<file path="src/rtl/video_pkg.sv">
// Shared types and default timing constants for the video timing generator.
package video_pkg;

  typedef enum logic {
    MODE_NTSC = 1'b0,
    MODE_PAL  = 1'b1
  } mode_t;

  localparam int unsigned DEF_H_TOTAL           = 454;
  localparam int unsigned DEF_V_TOTAL_NTSC      = 263;
  localparam int unsigned DEF_V_TOTAL_PAL       = 313;
  localparam int unsigned DEF_HSYNC_END         = 66;
  localparam int unsigned DEF_HBLANK_START      = 440;
  localparam int unsigned DEF_HBLANK_END        = 68;
  localparam int unsigned DEF_BORDER_START      = 413;
  localparam int unsigned DEF_BORDER_END        = 93;
  localparam int unsigned DEF_LRC_COL           = 412;
  localparam int unsigned DEF_PRST_COL          = 418;
  localparam int unsigned DEF_VBE_COL           = 12;
  localparam int unsigned DEF_VSYNC_END         = 3;
  localparam int unsigned DEF_VBLANK_END        = 16;
  localparam int unsigned DEF_VBLANK_START_NTSC = 258;
  localparam int unsigned DEF_VBLANK_START_PAL  = 308;

endpackage

</file>
<file path="src/rtl/video_strobe_gen.sv">
// One-clk pulse when an advancing counter lands on a given column (and optionally row).
module video_strobe_gen
  import video_pkg::*;
#(
  parameter int unsigned HW      = 10,
  parameter int unsigned VW      = 10,
  parameter int unsigned COL     = 0,
  parameter int unsigned ROW     = 0,
  parameter bit          USE_ROW = 1'b0
) (
  input  logic          clk,
  input  logic          reset_n,
  input  logic          adv,
  input  logic [HW-1:0] col_nxt,
  input  logic [VW-1:0] row_nxt,
  output logic          pulse
);

  logic hit;

  always_comb begin
    hit = adv && (col_nxt == HW'(COL)) && (!USE_ROW || (row_nxt == VW'(ROW)));
  end

  always_ff @(posedge clk or negedge reset_n) begin
    if (!reset_n) pulse <= 1'b0;
    else          pulse <= hit;
  end

endmodule

</file>
<file path="src/rtl/video_timing_gen.sv">
// Raster counters with NTSC/PAL frame lengths, registered level decodes and event strobes.
module video_timing_gen
  import video_pkg::*;
#(
  parameter int unsigned HW                = 10,
  parameter int unsigned VW                = 10,
  parameter int unsigned H_TOTAL           = DEF_H_TOTAL,
  parameter int unsigned V_TOTAL_NTSC      = DEF_V_TOTAL_NTSC,
  parameter int unsigned V_TOTAL_PAL       = DEF_V_TOTAL_PAL,
  parameter int unsigned HSYNC_END         = DEF_HSYNC_END,
  parameter int unsigned HBLANK_START      = DEF_HBLANK_START,
  parameter int unsigned HBLANK_END        = DEF_HBLANK_END,
  parameter int unsigned BORDER_START      = DEF_BORDER_START,
  parameter int unsigned BORDER_END        = DEF_BORDER_END,
  parameter int unsigned LRC_COL           = DEF_LRC_COL,
  parameter int unsigned PRST_COL          = DEF_PRST_COL,
  parameter int unsigned VBE_COL           = DEF_VBE_COL,
  parameter int unsigned VSYNC_END         = DEF_VSYNC_END,
  parameter int unsigned VBLANK_END        = DEF_VBLANK_END,
  parameter int unsigned VBLANK_START_NTSC = DEF_VBLANK_START_NTSC,
  parameter int unsigned VBLANK_START_PAL  = DEF_VBLANK_START_PAL
) (
  input  logic          clk,
  input  logic          reset_n,
  input  logic          ce,
  input  logic          mode_req,
  input  logic          hide_border,
  input  logic          load,
  input  logic [VW-1:0] load_row,
  input  logic [HW-1:0] load_col,
  output logic [VW-1:0] row,
  output logic [HW-1:0] col,
  output logic          mode,
  output logic          hsync,
  output logic          vsync,
  output logic          hblank,
  output logic          vblank,
  output logic          border,
  output logic          lrc,
  output logic          prst,
  output logic          vbe,
  output logic          hbs,
  output logic          sof,
  output logic [15:0]   frame_cnt
);

  mode_t         mode_q, mode_d;
  logic [HW-1:0] col_d;
  logic [VW-1:0] row_d;
  logic [15:0]   fc_d;
  logic [VW-1:0] vtot;
  logic [VW-1:0] vbs_d;
  logic          adv;
  logic          hsync_d, vsync_d, hblank_d, vblank_d, border_d;

  assign mode = logic'(mode_q);

  // Out-of-range counters compare with >= so they wrap back within one line.
  always_comb begin
    col_d  = col;
    row_d  = row;
    mode_d = mode_q;
    fc_d   = frame_cnt;
    adv    = 1'b0;
    vtot   = (mode_q == MODE_PAL) ? VW'(V_TOTAL_PAL) : VW'(V_TOTAL_NTSC);
    if (load) begin
      col_d = (load_col >= HW'(H_TOTAL)) ? '0 : load_col;
      row_d = (load_row >= vtot) ? '0 : load_row;
    end else if (ce) begin
      adv = 1'b1;
      if (col >= HW'(H_TOTAL - 1)) begin
        col_d = '0;
        if (row >= vtot - VW'(1)) begin
          row_d  = '0;
          mode_d = mode_t'(mode_req);
          fc_d   = frame_cnt + 16'd1;
        end else begin
          row_d = row + VW'(1);
        end
      end else begin
        col_d = col + HW'(1);
      end
    end
  end

  // Levels are decoded from the next counter value so they line up with row/col.
  always_comb begin
    vbs_d    = (mode_d == MODE_PAL) ? VW'(VBLANK_START_PAL) : VW'(VBLANK_START_NTSC);
    hsync_d  = col_d < HW'(HSYNC_END);
    border_d = (col_d >= HW'(BORDER_START)) || (col_d < HW'(BORDER_END));
    hblank_d = hide_border ? border_d
             : ((col_d >= HW'(HBLANK_START)) || (col_d < HW'(HBLANK_END)));
    vsync_d  = row_d < VW'(VSYNC_END);
    vblank_d = (row_d >= vbs_d) || (row_d < VW'(VBLANK_END));
  end

  always_ff @(posedge clk or negedge reset_n) begin
    if (!reset_n) begin
      col       <= '0;
      row       <= '0;
      mode_q    <= MODE_NTSC;
      frame_cnt <= '0;
      hsync     <= 1'b1;
      vsync     <= 1'b1;
      hblank    <= 1'b1;
      vblank    <= 1'b1;
      border    <= 1'b1;
    end else begin
      col       <= col_d;
      row       <= row_d;
      mode_q    <= mode_d;
      frame_cnt <= fc_d;
      hsync     <= hsync_d;
      vsync     <= vsync_d;
      hblank    <= hblank_d;
      vblank    <= vblank_d;
      border    <= border_d;
    end
  end

  video_strobe_gen #(.HW(HW), .VW(VW), .COL(LRC_COL), .ROW(0), .USE_ROW(1'b0)) u_lrc (
    .clk(clk), .reset_n(reset_n), .adv(adv), .col_nxt(col_d), .row_nxt(row_d), .pulse(lrc));

  video_strobe_gen #(.HW(HW), .VW(VW), .COL(PRST_COL), .ROW(0), .USE_ROW(1'b0)) u_prst (
    .clk(clk), .reset_n(reset_n), .adv(adv), .col_nxt(col_d), .row_nxt(row_d), .pulse(prst));

  video_strobe_gen #(.HW(HW), .VW(VW), .COL(HBLANK_START), .ROW(0), .USE_ROW(1'b0)) u_hbs (
    .clk(clk), .reset_n(reset_n), .adv(adv), .col_nxt(col_d), .row_nxt(row_d), .pulse(hbs));

  video_strobe_gen #(.HW(HW), .VW(VW), .COL(VBE_COL), .ROW(VBLANK_END), .USE_ROW(1'b1)) u_vbe (
    .clk(clk), .reset_n(reset_n), .adv(adv), .col_nxt(col_d), .row_nxt(row_d), .pulse(vbe));

  // An advance onto 0/0 can only come from a frame wrap, since load never advances.
  video_strobe_gen #(.HW(HW), .VW(VW), .COL(0), .ROW(0), .USE_ROW(1'b1)) u_sof (
    .clk(clk), .reset_n(reset_n), .adv(adv), .col_nxt(col_d), .row_nxt(row_d), .pulse(sof));

endmodule

</file>
<file path="config.mk">
export PLATFORM = sky130hd
export DESIGN_NAME = video_timing_gen
export DESIGN_NICKNAME = d
export VERILOG_FILES = /design/src/rtl/video_pkg.sv /design/src/rtl/video_strobe_gen.sv /design/src/rtl/video_timing_gen.sv
export SDC_FILE = /design/constraint.sdc
export NUM_CORES = 1
export LEC_CHECK = 0
export CAP_MARGIN = 5
export CORE_MARGIN = 2
export CORE_UTILIZATION = 54
export CTS_CLUSTER_DIAMETER = 100
export DETAILED_ROUTE_END_ITERATION = 6
export GPL_TIMING_DRIVEN = 0
export PLACE_DENSITY = 0.86
export REMOVE_ABC_BUFFERS = 1
export SLEW_MARGIN = 20
export SYNTH_ARGS = -nofsm -noshare
export SYNTH_HDL_FRONTEND = slang
export SYNTH_SLANG_ARGS = --single-unit
</file>
<file path="constraint.sdc">
create_clock -name clk -period 8.9 [get_ports clk]
set_input_delay 0.89 -clock clk [delete_from_list [all_inputs] [get_ports clk]]
set_output_delay 0.89 -clock clk [all_outputs]
set_load 0.02 [all_outputs]
</file>
# == Yosys cells after proc, flatten, opt, wreduce, memory -nomap -nowiden ==
# Index checks and enable logic that the tools add are counted.
# totals
reg_bits,47
inputBits,26
out_inout_bits,47
elab_cells,67
# op_classes
add_sub_neg,4
magnitude_cmp,12
n_eq_ne,5
muxes,18
bitwise,1
reduce_logical,13
# op_table
cell,count
$mux W10,9
$ge A10 B9 Y1 const B,4
$eq A10 B9 Y1 const B,3
$lt A10 B7 Y1 const B,3
$add A10 B1 Y10 const B,2
$ge A10 B9 Y1,2
$logic_not A10 Y1,2
$add A16 B1 Y16 const B,1
$mux W6,2
$eq A10 B4 Y1 const B,1
$eq A10 B5 Y1 const B,1
$ge A10 B10 Y1,1
$lt A10 B2 Y1 const B,1
$lt A10 B5 Y1 const B,1
$sub A9 B1 Y10 const B,1
$logic_and A1 B1 Y1,7
$mux W1,7
$reduce_and A4 Y1,1
$logic_or A1 B1 Y1,3
$not A1 Y1,1

# == Logic depth before layout (Yosys ltp) ==
# depth
depth_word,10
mapped_depth,16
ltp_nobuf,16

# == Hierarchy ==
# A second synthesis with hierarchy kept.
# unflattened
hier_cells,314
area_unflattened_um2,3060.4
# by_module_without_submodules
mod,instances,cells_each,area_each_um2,seq_area_each_um2
video_timing_gen,1,278,2696.3,1057.3
video_strobe_gen at u_sof,1,10,93.8,25.0
video_strobe_gen at u_vbe,1,11,88.8,25.0
video_strobe_gen at u_prst,1,5,62.6,25.0
video_strobe_gen at u_lrc,1,5,60.1,25.0
video_strobe_gen at u_hbs,1,5,58.8,25.0

# == Least setup slack after synthesis ==
# OpenSTA, ideal clock, no wires.
# synth_timing
path_type,register to register
from,register mode_q (netlist: mode)
to,register vblank
arrival_time_ns,3.488
slack_ns,5.323
path_stages_with_launch,16
period_less_slack_ns,3.577
path_cell_list,dfrtp_1 > inv_1 > ha_1 > a2111o_1 > o21ai_1 > nand2_1 > a21oi_1 > a21oi_1 > a21oi_1 > ha_1 > nor2b_1 > o21a_1 > o21a_1 > a2111oi_0 > o21a_1 > o211ai_1
# synth_rtl
element,line,source
"start, declared",video_timing_gen.sv:47,"mode_t mode_q, mode_d;"
"start signal, assigned",video_timing_gen.sv:111,mode_q <= mode_d;
$mux W6 (*),video_timing_gen.sv:65,vtot = (mode_q == MODE_PAL) ? VW'(V_TOTAL_PAL) : VW'(V_TOTAL_NTSC);
$sub A9 B1 Y10,video_timing_gen.sv:73,if (row >= vtot - VW'(1)) begin
$ge A10 B10 Y1,video_timing_gen.sv:73,
$mux W10,video_timing_gen.sv:73,
$mux W10,video_timing_gen.sv:71,if (col >= HW'(H_TOTAL - 1)) begin
$mux W10,video_timing_gen.sv:69,end else if (ce) begin
$mux W10 (*),video_timing_gen.sv:66,if (load) begin
net row_d[2],video_timing_gen.sv:49,logic [VW-1:0] row_d;
$ge A10 B9 Y1 / $lt A10 B5 Y1 (equally long branches),video_timing_gen.sv:94,vblank_d = (row_d >= vbs_d) || (row_d < VW'(VBLANK_END));
$logic_or A1 B1 Y1 (*),video_timing_gen.sv:94,
net vblank_d,video_timing_gen.sv:54,"logic hsync_d, vsync_d, hblank_d, vblank_d, border_d;"
"end signal, assigned",video_timing_gen.sv:116,vblank <= vblank_d;
"end, declared",video_timing_gen.sv:37,"output logic vblank,"
# The timed path passes the listed nets; every way through them passes the cells marked *.
# A chain may end at the register's enable or synchronous reset.

# == Final worst setup path ==
# layout_timing
from,input load
to,register vblank
# layout_between
elab_chain_len,4
# layout_rtl
element,line,source
"start, declared",video_timing_gen.sv:28,"input logic load,"
$mux W1,video_timing_gen.sv:66,
net mode_d,video_timing_gen.sv:47,
$mux W6,video_timing_gen.sv:88,vbs_d = (mode_d == MODE_PAL) ? VW'(VBLANK_START_PAL) : VW'(VBLANK_START_NTSC);
$ge A10 B9 Y1,video_timing_gen.sv:94,
$logic_or A1 B1 Y1,video_timing_gen.sv:94,
net vblank_d,video_timing_gen.sv:54,
# The timed path passes the listed nets, and every way through them passes these cells.

==> flow_summary.toml <==
[clock_tree]
insertion_delay_ps = 290
cts.sinks = 47
cts_hold_buf = 0
cts_tree = "built"
clock_path_buffers = 2
clk_pin_slew_ps = 80
h-tree-depth = 2
post_cts_buffers = 0
ctsRootBufferMaster = "clkbuf_8"
cts-resized-gates = 0
numCtsBuffers = 5

[power]
powerDensity_mw_per_mm2 = 142.6
vdd_drop_max_v = 0.00009059
p_leak_uw = 0.001669

[worst_setup_path]
r2r_slack_ps = 4800
slowest_stage = "a2111oi_4"
cp-end-kind = "register"
critPathTopFamily = "compound AO/OA/AOI/OAI gates"
r2r-end = "vblank"
worstPathArrival_ps = 4480
cp-start-kind = "input pin"
path_buf_inv = 3
path_max_fanout = 10
worstSetupPathType = "input pin to register"
r2r_cells = 15
r2r_start = "mode"
crit_path_frequent_cell = "o21a_1"
crit_required_ps = 9110
slowest_delay_ps = 690
crit_chain = "clkdlybuf4s50_1 -> inv_1 -> nand2_1 -> a2111oi_4 -> nor2_1 -> a21o_1 -> inv_1 -> ha_1 -> nor2b_1 -> o21a_1 -> o21a_1 -> a2111oi_0 -> o21a_1 -> o211ai_1"

[floorplan]
fp-row-count = 26
die_y_microns = 78.03
die_w_microns = 78.03
num_io_pins = 73
start_util = 0.5685
core_area_sq_mm = 0.005205
die_area_sq_mm = 0.006088

[layout]
top_regs = "frame_cnt (16), col (10), row (10)"
antennaDiodeCount = 0
layout_common_cells = "clkdlybuf4s50_1, dfrtp_1, nand2_1"
area_growth_pct = 30.44
final_area_sq_mm = 0.003860
fillerInstances = 376
nets = 424
final_common_cell = "clkdlybuf4s50_1"
regMostFlops = "frame_cnt"
drive_gt1_frac = 0.1079
largest_reg_flops = 16

[detailed_routing]
vias_per_cell = 5.929
wl_microns = 7518
wl_per_cell_microns = 16.71
vias = 2668
drtIter0Drc = 179
drtPass1Iterations = 5
drc = 0
drtAntennaViolNets = 0

[place]
dpl-instance-area_sq_mm = 0.003727
dp_worst_setup_slack_ps = 4473
hpwl_microns = 5881
gp_congestion = 0.9153
io_buffer_count = 72

[timing]
min_period_ps = 4264
finalHoldViolations = 0
rsz0062_at_grt = "no"
setup-tns-final_ps = 0
slew_violations = 0
worst_pin_slew_ps = 673.6
fin_crit_sh = 0.4791
max_freq_mhz = 234.5
setup_ws_ps = 4636
finClkSkew_ps = 6.103
setup_viol = 0
relSlewSlack = 0.5509

[min_path]
hold_path.class = "register to register"
holdPathEnd = "frame_cnt[15]"
holdPathStages = 1
min-delay-start = "frame_cnt[15]"

[yosys]
syn_area_per_cell_sq_um = 9.670
synth_top_area_frac = 0.3552
synth_ff_type = "dfrtp_1"
ys_seq_area_frac = 0.3996
yosys_warnings = 0
synth_area_leaders = "dfrtp_1, ha_1, xnor2_1"
yosysUniqueCellTypes = 63
syn_area_sq_mm = 0.002959
yosysTopAreaCell = "dfrtp_1"
synth_seq_cells = 47
synth_edf_count = 0
async_flop_share = 1.000
synthCells = 306

[global_route]
antenna_found_initial = 0
grt_first_pass_wirelength_microns = 12220
overflow = 0
grt_max_degree = 34
grt_pass1_vias = 2593
track_usage = 0.2482

[job]
cap_violations = 0

[outcome]
outcome = "complete, no violations"
worst register-to-register path, delay by kind of cell (launching register included):
family | cells | cell delay [ps]
AOI/OAI and AO/OA | 10 | 2450
adders and majority gates | 2 | 600
and+or+nand+nor | 2 | 270
DFF | 1 | 450
buffers and inverters | 1 | 240
metal layers:
| metal | track usage | wire, microns | up-vias | part of all wire |
|---|---|---|---|---|
| met4 | 0.06140 | 89 | 0 | 0.012 |
| li1 | - | - | 1253 | - |
| met1 | 0.3474 | 3186 | 1261 | 0.42 |
| met5 | 0 | 0 | - | 0 |
| met3 | 0.03333 | 662 | 11 | 0.088 |
| met2 | 0.4112 | 3580 | 143 | 0.48 |
per-stage QoR:
stage	cells	hold slack, ps	util	total power, uW
finish	450	483.2	0.7416	550.5
floorplan	299	582.4	-	312.1
global placement	441	461.5	0.7132	365.8
detailed placement	442	469.7	0.7161	370.5
CTS	450	485.7	0.7416	551.8
global route	450	506.3	0.7416	575.4
logic make-up (layout without fill, tap and decap cells):
logic type | after synthesis | after routing | share of synthesized area
AO/OA/AOI/OAI | 67 | 67 | 0.1738
XOR/XNOR | 27 | 27 | 0.07991
adder cells (fa/ha/maj) | 19 | 19 | 0.08034
buffers and inverters | 21 | 95 | 0.03636
flip-flops | 47 | 47 | 0.3996
multiplexers | 2 | 2 | 0.007188
AND/OR/NAND/NOR | 123 | 123 | 0.2228
power by group:
part | internal (uW) | switching, uW
clock network | 112 | 69.0
logic | 58.7 | 69.4
registers | 227 | 14.2
total | 398 | 153
worst max-delay path by stage:
stage               start  endpoint  slack (ps)  cells past startpoint
finish               load    vblank        4640                     14
global route         load    vblank        4410                     14
CTS                  load    vblank        4670                     14
detailed placement   load    vblank        4470                     14
global placement     load    vblank        4510                     14
floorplan            mode    vblank        5320                     15
cells in the mapped netlist, drive strengths merged (2+ instances only):
library cell and n:
dfrtp 42, nand2 37, nor2 24, ha 19, xnor2 17, o21ai 15, inv 14, a21oi 13
nand4 13, and3 10, xor2 10, nand3 7, clkbuf 6, a21o 5, and2 5, dfstp 5
o21a 5, a211oi 4, nand2b 4, nor3 4, nor4 4, or2 4, a2111oi 3, a2111o 2
a22o 2, a31o 2, a31oi 2, a41oi 2, nor2b 2, o211ai 2, o31ai 2, or3 2
or4 2
cell type report:
type | instances | area (sq um) | area share
Timing Repair Buffer | 73 | 735.7 | 0.1906
Tap cell | 70 | 87.58 | 0.02269
Clock inverter | 2 | 60.06 | 0.01556
Multi-Input combinational cell | 238 | 1669 | 0.4324
Sequential cell | 47 | 1182 | 0.3063
Clock buffer | 6 | 72.57 | 0.01880
Inverter | 14 | 52.55 | 0.01361
Power figures use the tool's default switching activity.
